### src/rtl/div_result_bcd_if.sv
// Handshake and result bus between a requester and the divider-result BCD converter.
// Latency: none, this file only groups wires.
// Backpressure: none; the requester watches busy, and starts issued while busy are dropped.
// Optional 7-segment outputs are present only when DIV_RESULT_BCD_SEG_EN is defined.
interface div_result_bcd_if;
    logic       start;
    logic [8:0] result_in;
    logic       busy;
    logic       done;
    logic       err;
    logic [3:0] q_tens;
    logic [3:0] q_ones;
    logic [3:0] r_tens;
    logic [3:0] r_ones;
`ifdef DIV_RESULT_BCD_SEG_EN
    logic [6:0] seg_q1;
    logic [6:0] seg_q0;
    logic [6:0] seg_r1;
    logic [6:0] seg_r0;
`endif

    modport master (
        output start,
        output result_in,
        input  busy,
        input  done,
        input  err,
        input  q_tens,
        input  q_ones,
        input  r_tens,
        input  r_ones
`ifdef DIV_RESULT_BCD_SEG_EN
        ,
        input  seg_q1,
        input  seg_q0,
        input  seg_r1,
        input  seg_r0
`endif
    );

    modport slave (
        input  start,
        input  result_in,
        output busy,
        output done,
        output err,
        output q_tens,
        output q_ones,
        output r_tens,
        output r_ones
`ifdef DIV_RESULT_BCD_SEG_EN
        ,
        output seg_q1,
        output seg_q0,
        output seg_r1,
        output seg_r0
`endif
    );
endinterface

### src/rtl/div_result_bcd.sv
// Converts a 4-bit quotient and 4-bit remainder to BCD digits, one double-dabble step per cycle.
// Latency: done pulses 8 cycles after the accepting edge; the next start is accepted in the done cycle.
// Backpressure: start is ignored while busy is high, with no queuing. Optional macro: DIV_RESULT_BCD_SEG_EN.
module div_result_bcd (
    input  logic              clk,
    input  logic              resetn,
    div_result_bcd_if.slave   bus
);
    typedef enum logic [1:0] {IDLE, CONV_Q, CONV_R} state_t;

    state_t      state_q, state_d;
    logic [1:0]  cnt_q, cnt_d;
    // [15:8] is the BCD accumulator, [7:0] holds the binary bits that have not been shifted in yet.
    logic [15:0] sr_q, sr_d;
    logic        perr_q, perr_d;
    logic [7:0]  qbcd_q, qbcd_d;
    logic [15:0] dig_q, dig_d;
    logic        err_q, err_d;
    logic        done_q, done_d;
    logic [15:0] step;

    // One double-dabble iteration: add 3 to each BCD nibble >= 5, then shift left by one bit.
    function automatic logic [15:0] dabble(input logic [15:0] s);
        logic [15:0] t;
        t = s;
        if (t[15:12] >= 4'd5) t[15:12] = t[15:12] + 4'd3;
        if (t[11:8]  >= 4'd5) t[11:8]  = t[11:8]  + 4'd3;
        return {t[14:0], 1'b0};
    endfunction

    assign step = dabble(sr_q);

    // Next-state logic: accept a start in IDLE, run four quotient steps, then four remainder steps.
    always_comb begin
        state_d = state_q;
        cnt_d   = cnt_q;
        sr_d    = sr_q;
        perr_d  = perr_q;
        qbcd_d  = qbcd_q;
        dig_d   = dig_q;
        err_d   = err_q;
        done_d  = 1'b0;
        case (state_q)
            IDLE: begin
                if (bus.start) begin
                    // The quotient goes in the upper binary nibble so that it is shifted in first.
                    sr_d    = {8'h00, bus.result_in[3:0], bus.result_in[7:4]};
                    perr_d  = bus.result_in[8];
                    cnt_d   = 2'd0;
                    state_d = CONV_Q;
                end
            end
            CONV_Q: begin
                cnt_d = cnt_q + 2'd1;
                if (cnt_q == 2'd3) begin
                    // Save the quotient digits and clear the accumulator for the remainder.
                    qbcd_d  = step[15:8];
                    sr_d    = {8'h00, step[7:0]};
                    state_d = CONV_R;
                end else begin
                    sr_d = step;
                end
            end
            CONV_R: begin
                cnt_d = cnt_q + 2'd1;
                sr_d  = step;
                if (cnt_q == 2'd3) begin
                    state_d = IDLE;
                    done_d  = 1'b1;
                    if (perr_q) begin
                        dig_d = 16'h0000;
                        err_d = 1'b1;
                    end else begin
                        dig_d = {qbcd_q, step[15:8]};
                        err_d = 1'b0;
                    end
                end
            end
            default: state_d = IDLE;
        endcase
    end

    // State register with synchronous active-low reset; a reset mid-conversion drops it without a done pulse.
    always_ff @(posedge clk) begin
        if (!resetn) begin
            state_q <= IDLE;
            cnt_q   <= 2'd0;
            sr_q    <= 16'h0000;
            perr_q  <= 1'b0;
            qbcd_q  <= 8'h00;
            dig_q   <= 16'h0000;
            err_q   <= 1'b0;
            done_q  <= 1'b0;
        end else begin
            state_q <= state_d;
            cnt_q   <= cnt_d;
            sr_q    <= sr_d;
            perr_q  <= perr_d;
            qbcd_q  <= qbcd_d;
            dig_q   <= dig_d;
            err_q   <= err_d;
            done_q  <= done_d;
        end
    end

    assign bus.busy   = (state_q != IDLE);
    assign bus.done   = done_q;
    assign bus.err    = err_q;
    assign bus.q_tens = dig_q[15:12];
    assign bus.q_ones = dig_q[11:8];
    assign bus.r_tens = dig_q[7:4];
    assign bus.r_ones = dig_q[3:0];

`ifdef DIV_RESULT_BCD_SEG_EN
    localparam logic [6:0] SEG_BLANK = 7'b1111111;
    localparam logic [6:0] SEG_DASH  = 7'b0111111;

    // Active-low gfedcba pattern for one decimal digit.
    function automatic logic [6:0] seg7(input logic [3:0] d);
        logic [6:0] s;
        case (d)
            4'd0:    s = 7'b1000000;
            4'd1:    s = 7'b1111001;
            4'd2:    s = 7'b0100100;
            4'd3:    s = 7'b0110000;
            4'd4:    s = 7'b0011001;
            4'd5:    s = 7'b0010010;
            4'd6:    s = 7'b0000010;
            4'd7:    s = 7'b1111000;
            4'd8:    s = 7'b0000000;
            4'd9:    s = 7'b0011000;
            default: s = SEG_BLANK;
        endcase
        return s;
    endfunction

    // Display decode from the registered digits: leading tens zero is blanked, err shows dashes.
    always_comb begin
        bus.seg_q1 = (dig_q[15:12] == 4'd0) ? SEG_BLANK : seg7(dig_q[15:12]);
        bus.seg_q0 = seg7(dig_q[11:8]);
        bus.seg_r1 = (dig_q[7:4] == 4'd0) ? SEG_BLANK : seg7(dig_q[7:4]);
        bus.seg_r0 = seg7(dig_q[3:0]);
        if (err_q) begin
            bus.seg_q1 = SEG_DASH;
            bus.seg_q0 = SEG_DASH;
            bus.seg_r1 = SEG_DASH;
            bus.seg_r0 = SEG_DASH;
        end
    end
`endif
endmodule

### src/flat_wrapper.sv
// flat-port wrapper written by rule: the top's interface ports become plain ports
module div_result_bcd_flat 
  (clk, resetn, bus_start, bus_result_in, bus_busy, bus_done, bus_err, bus_q_tens, bus_q_ones, bus_r_tens, bus_r_ones);
  div_result_bcd_if bus_i ();
  input  logic clk;
  input  logic resetn;
  input wire logic [$bits(bus_i.start)-1:0] bus_start;
  input wire logic [$bits(bus_i.result_in)-1:0] bus_result_in;
  output wire logic [$bits(bus_i.busy)-1:0] bus_busy;
  output wire logic [$bits(bus_i.done)-1:0] bus_done;
  output wire logic [$bits(bus_i.err)-1:0] bus_err;
  output wire logic [$bits(bus_i.q_tens)-1:0] bus_q_tens;
  output wire logic [$bits(bus_i.q_ones)-1:0] bus_q_ones;
  output wire logic [$bits(bus_i.r_tens)-1:0] bus_r_tens;
  output wire logic [$bits(bus_i.r_ones)-1:0] bus_r_ones;
  assign bus_i.start = bus_start;
  assign bus_i.result_in = bus_result_in;
  assign bus_busy = bus_i.busy;
  assign bus_done = bus_i.done;
  assign bus_err = bus_i.err;
  assign bus_q_tens = bus_i.q_tens;
  assign bus_q_ones = bus_i.q_ones;
  assign bus_r_tens = bus_i.r_tens;
  assign bus_r_ones = bus_i.r_ones;
  div_result_bcd u_core (.clk(clk), .resetn(resetn), .bus(bus_i));
endmodule
### config.mk
export PLATFORM = sky130hd
export DESIGN_NAME = div_result_bcd_flat
export DESIGN_NICKNAME = d
export VERILOG_FILES = /design/src/rtl/div_result_bcd_if.sv /design/src/rtl/div_result_bcd.sv /design/src/flat_wrapper.sv
export SDC_FILE = /design/constraint.sdc
export NUM_CORES = 1
export LEC_CHECK = 0
export CAP_MARGIN = 10
export CORE_ASPECT_RATIO = 0.75
export CORE_MARGIN = 2
export CORE_UTILIZATION = 51
export DETAILED_ROUTE_END_ITERATION = 8
export PLACE_DENSITY = 0.74
export SLEW_MARGIN = 0
export SYNTH_ARGS = -nofsm -noshare
export SYNTH_HDL_FRONTEND = slang
export SYNTH_SLANG_ARGS = --single-unit
### constraint.sdc
create_clock -name clk -period 1.9 [get_ports clk]
set_input_delay 0.38 -clock clk [delete_from_list [all_inputs] [get_ports clk]]
set_output_delay 0.38 -clock clk [all_outputs]
set_load 0.05 [all_outputs]
# Yosys cells after proc, flatten, opt, wreduce, memory -nomap -nowiden
# Index checks and enable logic that the tools add are counted.
# Widths: inputs -> output; s select.
classes:
  n_addsub: 3
  mul: 0
  div_mod_pow: 0
  magnitude_cmp: 2
  eq_ne: 6
  shifts: 0
  mux: 14
  bitwise_logic: 0
  n_reduce_logical: 12
ops:
  columns: ["op", "count"]
  rows:
  - ["$mux 16", 3]
  - ["$pmux 16 s3", 1]
  - ["$reduce_and 2->1", 6]
  - ["$ge 4x3->1 const B", 2]
  - ["$mux 2", 4]
  - ["$pmux 2 s3", 1]
  - ["$add 4x2->4 const B", 1]
  - ["$eq 2x2->1 const B", 2]
  - ["$mux 4", 1]
  - ["$ne 2x1->1 const B", 2]
  - ["$pmux 2 s2", 1]
  - ["$reduce_bool 2->1", 2]
  - ["$add 3x2->3 const B", 1]
  - ["$mux 3", 1]
  - ["$reduce_and 3->1", 1]
  - ["$reduce_bool 3->1", 1]
  - ["$add 2x1->2 const B", 1]
  - ["$eq 2x1->1 const B", 1]
  - ["$logic_not 2->1", 1]
  - ["$mux 1", 2]
  - ["$ne 2x2->1 const B", 1]
  - ["$reduce_or 2->1", 1]
totals:
  ff_bits: 47
  latch_bits: 0
  ram_bits: 0
  mem_bits_ro: 0
  out_inout_bits: 19
  wordCells: 45
  memories: 0

# Depth between registers and ports, before layout
# Gate-level depths: netlist (run 1).
logic_depth:
  word_depth: 4
  depth_mapped: 8
  ltp_nobuf: 6

# Least setup slack after synthesis (run 1)
# OpenSTA, ideal clock, no wires.
synth_timing:
  kind: "flip-flop to flip-flop"
  startpoint: "register u_core.state_q[0]"
  endpoint: "register u_core.sr_q[14]"
  setup_ps: 117
  arrival_ps: 1402
  required_ps: 1783
  slack_ps: 380
  path_stages_with_launch: 7
  n_path_buf: 1
  synth_period_minus_slack_ps: 1520
  cell_sequence: "dfxtp_1 inv_1 ha_1 nor2b_2 or2_0 buf_6 a32o_1"
synth_between:
  elab_chain_cells: 3
  elab_cells_between_ends: 7
synth_rtl:
  columns: ["item", "line", "source"]
  rows:
  - ["start, declared", "div_result_bcd.sv:11", "state_t state_q, state_d;"]
  - ["start signal, assigned", "div_result_bcd.sv:95", "state_q <= state_d;"]
  - ["$eq 2x1->1, or another cell as far along", "div_result_bcd.sv:43", "case (state_q)"]
  - ["$reduce_bool 3->1 (no line) or $ne 2x2->1 (tied branches)", null, null]
  - ["$reduce_and 2->1 (no line)", null, null]
  - ["end signal, assigned", "div_result_bcd.sv:97", "sr_q <= sr_d;"]
  - ["end, declared", "div_result_bcd.sv:14", "logic [15:0] sr_q, sr_d;"]
# Parallel ways exist; a longest one is shown, timed or not.
# A chain may end at the register's enable or synchronous reset.

# Worst setup path in the final report (run 1)
layout_timing:
  startpoint: "register u_core.err_q, in the netlist u_core.bus.err"
  endpoint: "output bus_err"
layout_lines:
  columns: ["item", "line", "source"]
  rows:
  - ["start, declared", "div_result_bcd.sv:18", "logic err_q, err_d;"]
  - ["start signal, assigned", "div_result_bcd.sv:101", "err_q <= err_d;"]
  - ["end, declared", "flat_wrapper.sv:11", "output wire logic [$bits(bus_i.err)-1:0] bus_err;"]
# No word-level cell between the ends.

==> impl_metrics.json, run 1 <==
{
  "cp.depth": 1,
  "crit_chain": "clkdlybuf4s50_1",
  "crit_family": "buffers and inverters",
  "clk_latency_ns": 0.29,
  "syn_inst": 232,
  "finalHoldViolCount": 0,
  "dp_hpwl_mm": 3.14,
  "finalNonFillerCells": 320,
  "max_freq_mhz": 550,
  "drive_gt1_share_pct": 10.6,
  "hold_class": "reg2reg",
  "rsz0062_at_grt": "no",
  "grt.overflow.total": 0,
  "synth_common_cells": "dfxtp_1, nand2_1, a21oi_1, inv_1, nor3b_1",
  "totalWireLength_mm": 4.38,
  "tightest_slew_ns": 0.576,
  "htree_num_levels": 2,
  "core_sq_mm": 0.00408,
  "syn_to_final_growth_pct": 23.5,
  "status": "completed",
  "drc": 0,
  "synth_area_leader_cell": "dfxtp_1",
  "yosysMostFrequentCell": "dfxtp_1",
  "cp-start-kind": "flop",
  "path_buf_inv": 1,
  "final_nets": 286,
  "cts_tree": "built",
  "synth_warnings": 0,
  "synth_cell_types": 39,
  "ant_nets": 0,
  "num_rows": 20,
  "ys_async_sr_fraction_pct": 0,
  "initial_utilization_pct": 53.2,
  "cts_buffers": 5,
  "dieArea_sq_mm": 0.00480,
  "cts.sinks": 47,
  "seq_area_sq_um": 941,
  "slew_headroom_pct": 61.5,
  "ys_seq_area_share_pct": 43.3,
  "diodes": 0,
  "firstDrtPassIters": 4,
  "io_buffers": 30,
  "grt_pass1_wl_mm": 7.78,
  "fin_crit_ns": 1.82,
  "viasPerCell": 5.47,
  "die-width_microns": 79.3,
  "crit_fanout": 2,
  "synth_ff_type": "dfxtp_1",
  "synthTopCellsByArea": "dfxtp_1, ha_1, nor3b_1",
  "synth.cell_area_sq_mm": 0.00217,
  "p_leak_uw": 0.00108,
  "fp.dieH_microns": 60.5,
  "grt_pass1_vias": 1626,
  "skew_ns": 0.00846,
  "reg2reg_depth": 6,
  "slowest_stage": "clkdlybuf4s50_1",
  "synth_top_area_share_pct": 43.3,
  "holdPathStages": 2,
  "slowest_delay_ns": 0.80,
  "drv_slew": 0,
  "gp_congestion": 0.765,
  "worstSetupEndpointType": "output pin",
  "synth_edf_count": 0,
  "worstPathArrival_ns": 1.44,
  "ys_ff_latch": 47,
  "maxCapViolations": 0,
  "setup_violations": 0,
  "grt_usage_pct": 20.9,
  "crit_type": "reg2out",
  "vias": 1750,
  "fill_cells": 337,
  "avgRoutedWirePerCell_microns": 13.7,
  "postCtsHoldBufs": 0,
  "clockRootBuffer": "clkbuf_8",
  "path_clk_slew_ns": 0.09,
  "finalSetupTns_ns": 0,
  "hold_ws_ns": 0.466,
  "max-clock-path-buffers": 2,
  "dp_cells": 311,
  "grt_start_max_net_pins": 26,
  "multi_input_area_sq_mm": 0.00108,
  "worstPathRequired_ns": 1.52,
  "syn_area_per_cell_sq_um": 9.36,
  "period_share_pct": 95.6,
  "syn-num-nets": 253,
  "p_per_area_mw_per_mm2": 725,
  "grt_antenna_before_repair": 0,
  "drt-initial-drc-count": 112,
  "vdd_drop_max_mv": 0.510,
  "io_pins": 31
}
## final timing paths
path	from	to	slack, ns
max reg2reg	u_core.state_q[0]	u_core.sr_q[13]	0.23
min	u_core.sr_q[0]	u_core.sr_q[0]	0.47
max	u_core.bus.err	bus_err	0.08
min reg2reg	u_core.sr_q[0]	u_core.sr_q[0]	0.47
## per-layer routing
metal	global-route usage [%]	vias up	share of wire [%]
met4	5.67	0	0.71
met1	30.1	821	51
li1	-	896	-
met3	4.61	4	3.7
met2	32.2	29	44
met5	0	-	0
## metrics by stage
stage | utilization [%] | instance area [sq um] | setup slack (ns) | total power, uW
2_1_floorplan | - | 2170 | 0.380 | 1180
3_3_place_gp | 62.5 | 2550 | 0.175 | 1250
3_5_place_dp | 62.5 | 2550 | 0.147 | 1250
4_1_cts | 65.1 | 2650 | 0.0719 | 1940
5_1_grt | 65.7 | 2680 | 0.0324 | 2020
6_report | 65.7 | 2680 | 0.0827 | 1950
## what timing repair did
item	CTS	global route
endpoints found under the setup margin	0	1
setup buffers	0	2
resized for setup	0	0
hold endpoints to repair	0	0
## final cells by class
class,count,share of cell area [%]
inverter,15,2.10
clock buffer,6,2.71
sequential,47,35.1
clock inverter,1,1.12
tap,55,2.57
timing repair buffer,41,16.0
multi-input combinational,155,40.5
## sequential cells by signal (all words and copies together), names as in the netlist
register and cells:
u_core.bus.done 1, u_core.bus.err 1, u_core.cnt_q 2, u_core.dig_q 16, u_core.perr_q 1, u_core.qbcd_q 8, u_core.sr_q 16, u_core.state_q 2
## logic make-up after synthesis
logic type      Yosys count  share of synthesized area, %
simple gates             72                          19.0
compound gates           68                          23.2
flops                    47                          43.3
buf+inv                  30                          6.69
fa+ha+maj                 9                          5.19
xor+xnor                  3                          1.21
mux                       3                          1.38
## cell usage in the layout, fill, tap and decap left out, types with 7 or more instances in the layout
cell type / count
ha_1: 9
nand2_1: 23
a32o_1: 8
o21ai_0: 9
a21oi_1: 15
buf_4: 9
nand3_1: 7
inv_1: 14
nor3b_1: 12
clkdlybuf4s50_1: 28
nor2b_1: 10
o211a_1: 8
dfxtp_1: 47
## report_power, final
| part | leakage, uW | switching, uW | internal [uW] |
|---|---|---|---|
| logic | 0.000646 | 108 | 107 |
| clock network | 0.0000513 | 316 | 386 |
| registers | 0.000381 | 20.9 | 1010 |
| total | 0.00108 | 445 | 1500 |
Note: power is estimated with default switching activity, not from simulation.
==> inputs of run 2 (changes only) <==
- ABC_CLOCK_PERIOD_IN_PS: not set -> 1900
==> results of run 2 <==
The final DEF is identical to that of run 1; final timing and power are the same.
==> inputs of run 3 (changes only) <==
- ABC_CLOCK_PERIOD_IN_PS: 1900 -> 2050
- SKIP_LAST_GASP: not set -> 1
- TNS_END_PERCENT: not set -> 5
- clock period: 1.9 -> 2.05 ns (I/O delays scaled with it)
==> run 3 against run 2 <==
  * Non-clock buffer count down 2
  * First-iteration DRC count decreased by 23%
  * Count of clock-buffer cells in the layout unchanged
  * Hold slack got worse by 0.0032 ns
  * Design area fell by 0.84%
  * Clock power about the same
  * Critical path depth is the same
  * Routed wire length shrank 1.6%
  * Die area is the same
  * Combinational power down 13%
  * Via count rose by 0.46%
  * Largest power group unchanged
==> impl_metrics.json, run 3 (same netlist as run 1, synthesis figures left out) <==
{
  "status": "completed",
  "swShare_pct": 23.0,
  "cts_resized": 0,
  "htree_num_levels": 2,
  "drc": 0,
  "postCtsHoldBufs": 0,
  "core_sq_mm": 0.00408,
  "maxCapViolations": 0,
  "holdPathStages": 2,
  "fin_util_pct": 65.2,
  "dpl_cell_area_sq_mm": 0.00254,
  "p_seq_share_pct": 51.8,
  "cts_setup_buffers": 0,
  "io_pins": 31,
  "worstPathRequired_ns": 1.64,
  "initial_utilization_pct": 53.2,
  "grt_usage_pct": 20.0,
  "grt_start_max_net_pins": 25,
  "grt_use_met2_pct": 30.4,
  "r2r_slack_ns": 0.32,
  "use_met1_pct": 27.6,
  "num_rows": 20,
  "grt_pass1_wl_mm": 7.42,
  "totalWireLength_mm": 4.31,
  "crit_chain": "clkdlybuf4s50_1",
  "crit_path_end": "bus_r_tens[1]",
  "worstPathArrival_ns": 1.47,
  "finalPower_uw": 1840,
  "io_buffers": 30,
  "r2r-start": "u_core.state_q[0]",
  "cts.sinks": 47,
  "die-width_microns": 79.3,
  "crit_start": "u_core.dig_q[5]",
  "worstSetupEndpointType": "output pin",
  "crit_type": "reg2out",
  "top_regs": "u_core.dig_q x16, u_core.sr_q x16, u_core.qbcd_q x8",
  "slowest_delay_ns": 0.81,
  "grt.overflow.total": 0,
  "stdcell_area_sq_mm": 0.00266,
  "slew_headroom_pct": 63.3,
  "max_freq_mhz": 531,
  "firstDrtPassIters": 4,
  "syn_to_final_growth_pct": 22.5,
  "hold_class": "reg2reg",
  "finalHoldViolCount": 0,
  "fp.dieH_microns": 60.5,
  "rsz0062_at_grt": "no",
  "cp-start-kind": "flop",
  "max-clock-path-buffers": 2,
  "fin_crit_ns": 1.88,
  "fill_cells": 358,
  "diodes": 0,
  "clockRootBuffer": "clkbuf_8",
  "final_nets": 284,
  "ant_nets": 0,
  "cts_tree": "built",
  "gp_congestion": 0.763,
  "drive_gt1_share_pct": 10.2,
  "final_common_cell": "dfxtp_1",
  "grt_pass1_vias": 1588,
  "tightest_slew_ns": 0.550,
  "path_clk_slew_ns": 0.08,
  "setup_violations": 0,
  "crit_family": "buffers and inverters",
  "rr_endpoint": "u_core.sr_q[13]",
  "p_per_area_mw_per_mm2": 691,
  "cts_buffers": 5,
  "clk_latency_ns": 0.30,
  "drv_slew": 0,
  "cp.depth": 1,
  "final_cell_mix": "dfxtp_1, clkdlybuf4s50_1, nand2_1",
  "viasPerCell": 5.51,
  "p_leak_uw": 0.00107,
  "vdd_drop_max_mv": 0.489,
  "power_switching_uw": 422,
  "finalSetupTns_ns": 0,
  "hold_ws_ns": 0.463,
  "reg2reg_depth": 6,
  "pwr-share-clk_pct": 38.0,
  "p_int_uw": 1420,
  "crit_fanout": 2,
  "dieArea_sq_mm": 0.00480,
  "period_share_pct": 91.8,
  "grtUsageMet3_pct": 5.06,
  "drt-initial-drc-count": 86,
  "p_comb_share_pct": 10.1,
  "avgRoutedWirePerCell_microns": 13.5,
  "slowest_stage": "clkdlybuf4s50_1",
  "vias": 1758,
  "path_buf_inv": 1,
  "grt_antenna_before_repair": 0,
  "busiest_layer": "met2",
  "dp_hpwl_mm": 3.06,
  "skew_ns": 0.00765
}
==> run 3: per-layer routing <==
layer | vias up | part of all wire [%]
met1 | 838 | 51
met5 | - | 0
li1 | 887 | -
met4 | 0 | 1.6
met3 | 7 | 3.8
met2 | 26 | 43
==> run 3: final cells by class <==
type                       instances  area [sq um]  area share (%)
multi-input combinational        155          1080            40.8
sequential                        47           941            35.4
clock buffer                       6          82.6            3.11
clock inverter                     2          35.0            1.32
tap                               55          68.8            2.59
timing repair buffer              39           390            14.7
inverter                          15          56.3            2.12
==> run 3: stage by stage <==
stage          setup slack (ns)  cells
2_1_floorplan             0.530    232
3_3_place_gp              0.293    311
3_5_place_dp              0.280    311
4_1_cts                   0.152    319
5_1_grt                   0.131    319
6_report                  0.167    319
==> run 3: how the worst min path moves through the flow <==
stage / endpoint / from / slack [ns]
floorplan: u_core.sr_q[0] / u_core.sr_q[0] / 0.43
global placement: u_core.sr_q[0] / u_core.sr_q[0] / 0.45
detailed placement: u_core.sr_q[0] / u_core.sr_q[0] / 0.45
CTS: u_core.sr_q[0] / u_core.sr_q[0] / 0.47
global route: u_core.dig_q[4] / u_core.dig_q[4] / 0.51
finish: u_core.dig_q[4] / u_core.dig_q[4] / 0.46
==> run 3: power groups by stage <==
stage	Combinational [uW]	Clock [uW]	Sequential [uW]
finish	186	699	952
global route	207	758	956
CTS	186	711	952
detailed placement	184	0	974
global placement	182	0	973
floorplan	125	0	966
==> RTL change 1, RTL diff (flow settings as in run 1) <==
`sr_q` no longer has a reset.
--- a/src/rtl/div_result_bcd.sv
+++ b/src/rtl/div_result_bcd.sv
@@ -86,5 +86,4 @@
             state_q <= IDLE;
             cnt_q   <= 2'd0;
-            sr_q    <= 16'h0000;
             perr_q  <= 1'b0;
             qbcd_q  <= 8'h00;
@@ -95,5 +94,4 @@
             state_q <= state_d;
             cnt_q   <= cnt_d;
-            sr_q    <= sr_d;
             perr_q  <= perr_d;
             qbcd_q  <= qbcd_d;
@@ -102,4 +100,8 @@
             done_q  <= done_d;
         end
+    end
+
+    always_ff @(posedge clk) begin
+        sr_q <= sr_d;
     end
 
Check against the original RTL: same outputs for any inputs over 10 cycles, from zero or initial values and one cycle with resetn low; that may be too few to reach the edited logic, so the function may still have changed.
==> RTL change 1 against run 1 <==
- design area decreased by 2.8%
- sequential cell count unchanged
- register-to-register slack improved by 0.07 ns
- total power increased by 7.6%
- setup slack got worse by 0.021 ns
- sequential power increased by 8%
- synthesized area decreased by 1.8%
- routed wire length decreased by 11%
- critical path type unchanged
- highest routed layer unchanged
==> RTL change 1: results (changes against run 1) <==
metric,value,unit,change
status,completed,,
average vias per placed instance,5.09,,-7.0%
layout cell share with drive strength beyond 1,9.24,%,-1.3 points
Worst EP arrival,1.46,ns,+0.02 ns
placer congestion estimate,0.778,,+1.7%
worst setup path start,u_core.dig_q[9],,
Lkg Pwr,1.01,nW,-6.3%
synth top area cells,"dfxtp_1 (29%), edfxtp_1 (23%), ha_1 (5.3%)",,
vias in the first global route,1432,,-12%
"EDFF count, synth",16,,+16
Final Instance Count excl. Fillers,304,,-5.0%
Area after DPL,0.00250,mm^2,-2.1%
post-route clock skew,0.00359,ns,-0.00486 ns
first-pass GRT wire length,6330,um,-19%
nets,269,,-5.9%
DRT iter0 DRCs,60,,-46%
syn_nets,237,,-6.3%
Unique masters post-synth,36,,-7.7%
GRT Resource Usage Total,17.7,%,-3.2 points
synth cell count leaders,"dfxtp_1 (31), nand2_1 (18), a21oi_1 (16), edfxtp_1 (16), inv_1 (15)",,
Place WS,0.302,ns,+0.155 ns
fillers,332,,-1.5%
post-DP HPWL,2730,um,-13%
Sw Pwr,0.502,mW,+13%
DRT Wirelength,3890,um,-11%
syn_area_per_cell,9.86,um^2,+5.4%
## RTL change 1: final cells by class
| class | count | area share (%) |
|---|---|---|
| tap | 55 | 2.64 |
| sequential | 47 | 42.2 |
| inverter | 15 | 2.16 |
| multi-input combinational | 143 | 34.8 |
| timing repair buffer | 36 | 14.0 |
| clock inverter | 3 | 1.49 |
| clock buffer | 5 | 2.64 |
## RTL change 1: final timing paths
| check | to | slack [ns] | depth (start not counted) |
|---|---|---|---|
| worst max-delay path | bus_q_ones[1] | 0.06 | 1 |
| worst min-delay path | u_core.qbcd_q[1] | 0.46 | 2 |
| worst max register to register | u_core.sr_q[10] | 0.30 | 6 |
| worst min register to register | u_core.qbcd_q[1] | 0.46 | 2 |
## RTL change 1: cells by family after synthesis
family / synth area share (%)
multiplexers: 1.88
flip-flops: 51.7
adder cells (fa/ha/maj): 5.28
AO/OA/AOI/OAI: 14.4
AND/OR/NAND/NOR: 19.7
buffers and inverters: 5.75
XOR/XNOR: 1.23
## RTL change 1: layer usage
layer | part of all wire, % | GRT usage, % | wire [um]
met1 | 49 | 21.4 | 1890
met5 | 0 | 0 | 0
met2 | 47 | 30.9 | 1810
met4 | 0.62 | 3.76 | 24
met3 | 4.2 | 6.34 | 162
## RTL change 1: power groups by stage
stage / registers, mW / clock network (mW) / logic [mW]
after floorplan: 1.13 / 0 / 0.172
after global placement: 1.13 / 0 / 0.255
after detailed placement: 1.14 / 0 / 0.260
after CTS: 1.11 / 0.741 / 0.261
after global routing: 1.12 / 0.783 / 0.287
final: 1.11 / 0.720 / 0.260
## RTL change 1: tightest hold or removal path: cells and delay by family (launching register included)
| kind | cells | cell delay (ns) |
|---|---|---|
| flops | 1 | 0.31 |
| simple gates | 1 | 0.06 |
| compound gates | 1 | 0.05 |
==> RTL change 2, RTL diff (flow settings as in run 1) <==
Without the edit above. Encoding of `state_t`: now one-hot (3 bits for 3 states).
--- a/src/rtl/div_result_bcd.sv
+++ b/src/rtl/div_result_bcd.sv
@@ -7,5 +7,5 @@
     div_result_bcd_if.slave   bus
 );
-    typedef enum logic [1:0] {IDLE, CONV_Q, CONV_R} state_t;
+    typedef enum logic [2:0] {IDLE = 3'b001, CONV_Q = 3'b010, CONV_R = 3'b100} state_t;
 
     state_t      state_q, state_d;
Behaviour: same outputs for any inputs over 10 cycles, from zero or initial values and one cycle with resetn low; not proved beyond that.
==> RTL change 2 against run 1 <==
- design area is 6.6% lower
- cell count is the same
- total power fell by 9.3%
- fmax is 0.48% lower
- utilization shrank 2.8 points
- synthesized area decreased by 3.9%
- setup slack worse by 0.0087 ns
- sequential cell count grew 1
- die area down 3.7%
- first-iteration DRC count shrank 17%
- combinational power shrank 27%
- hold slack worse by 0.012 ns
- non-clock buffer count fell by 2
- routed wire length down 5.8%
- largest cell class unchanged
- highest routed layer unchanged
==> RTL change 2: results (changes against run 1) <==
metric,value,unit,change
first-pass GRT wire length,6930,um,-11%
synth cell count leaders,"dfxtp_1 (48), a21oi_1 (31), nor2_1 (27)",,
register area share after synthesis,46.1,%,+2.7 points
Post-CTS Setup Bufs,0,,unchanged
syn_nets,253,,unchanged
biggest regs,"u_core.dig_q x16, u_core.sr_q x16, u_core.qbcd_q x8",,
"Slew Viols, Final",0,,unchanged
DRT Pass-1 Iters,4,,unchanged
ANT cells,0,,unchanged
Hold WS,0.454,ns,-0.0122 ns
most common cell in the netlist,dfxtp_1,,
post-DP HPWL,2910,um,-7.2%
GRT Resource Usage Total,19.3,%,-1.6 points
DRT iter0 DRCs,93,,-17%
Lkg Pwr,0.879,nW,-18%
crit path max-delay cell type,clkdlybuf4s50_1,,
fillers,355,,+5.3%
Post-CTS Resized,0,,unchanged
Fmax,548,MHz,-0.48%
nets,282,,-1.4%
CP max stage delay,0.80,ns,about the same
H-tree levels,2,,unchanged
port bufs,30,,unchanged
post-route clock skew,0.00410,ns,-0.00436 ns
total CTS buffers,5,,unchanged
layout cell share with drive strength beyond 1,9.81,%,-0.75 points
worst setup path start,u_core.dig_q[5],,
Worst-Skew Late Latency,0.29,ns,about the same
status,completed,,
initial antenna violation count,0,,unchanged
Worst Path Max Fanout,2,,unchanged
r2r setup slk,0.25,ns,+0.02 ns
placer congestion estimate,0.832,,+8.8%
CTS root buffer,clkbuf_8,,
peak supply drop,375,uV,-26%
average vias per placed instance,5.30,,-3.1%
critical path's top delay family,buffers and inverters,,
Worst EP arrival,1.45,ns,
Worst Max-Slew Pin Slew,0.626,ns,+0.0494 ns
RR Startpoint,u_core.cnt_q[0],,
pin count of the biggest net entering global routing,30,,+15%
Unique masters post-synth,37,,-5.1%
warnings from Yosys,0,,unchanged
DRT Wirelength,4130,um,-5.8%
vias in the first global route,1438,,-12%
worst hold start,u_core.dig_q[4],,
Area after DPL,0.00243,mm^2,-4.9%
clock slew at reported path FFs,0.08,ns,
"FFs w/ async S/R, synth",0,%,unchanged
CTS Buffer Depth,2,,unchanged
synth top area cells,"dfxtp_1 (46%), a21oi_1 (7.4%), o21ai_0 (5.8%)",,
-- RTL change 2: where the power goes --
part	internal, mW	switching [mW]	leakage (nW)
logic	0.0697	0.0878	0.449
clock network	0.250	0.308	0.0410
registers	1.03	0.0217	0.389
total	1.35	0.418	0.879
-- RTL change 2: layout make-up --
class,instances,area [um^2],share of cell area [%]
sequential,48,961,38.4
inverter,6,22.5,0.900
clock buffer,6,72.6,2.90
clock inverter,1,5.00,0.200
multi-input combinational,165,996,39.8
timing repair buffer,39,378,15.1
tap,55,68.8,2.75
-- RTL change 2: metrics by stage --
step | total power [mW] | instances | utilization [%] | setup WS [ns]
2_1_floorplan | 1.18 | 236 | - | 0.435
3_3_place_gp | 1.23 | 313 | 61.0 | 0.0824
3_5_place_dp | 1.23 | 313 | 61.0 | 0.0699
4_1_cts | 1.78 | 320 | 62.9 | 0.0648
5_1_grt | 1.85 | 320 | 62.9 | 0.0144
6_report | 1.77 | 320 | 62.9 | 0.0741
-- RTL change 2: kinds of logic (layout without fill, tap and decap cells) --
group	after synthesis	after routing	synth area share [%]
adders and majority gates	5	5	3.00
xor gates and xnor gates	3	3	1.26
muxes	7	7	3.48
buffers and inverters	23	52	6.18
DFF	48	48	46.1
AOI/OAI and AO/OA	75	75	20.5
and+or+nand+nor	75	75	19.6
-- RTL change 2: metal layers --
layer	vias to the layer above	track usage, %	part of all wire (%)
li1	886	-	-
met5	-	0	0
met3	7	4.12	3.6
met1	772	28.7	55
met4	0	5.36	1.1
met2	31	28.2	40
-- RTL change 2: path summary, 6_finish.rpt --
| kind | endpoint | cells after the start |
|---|---|---|
| hold / removal | u_core.dig_q[4] | 2 |
| setup / recovery | bus_r_tens[1] | 1 |
| setup reg to reg | u_core.dig_q[4] | 6 |
| hold reg to reg | u_core.dig_q[4] | 2 |
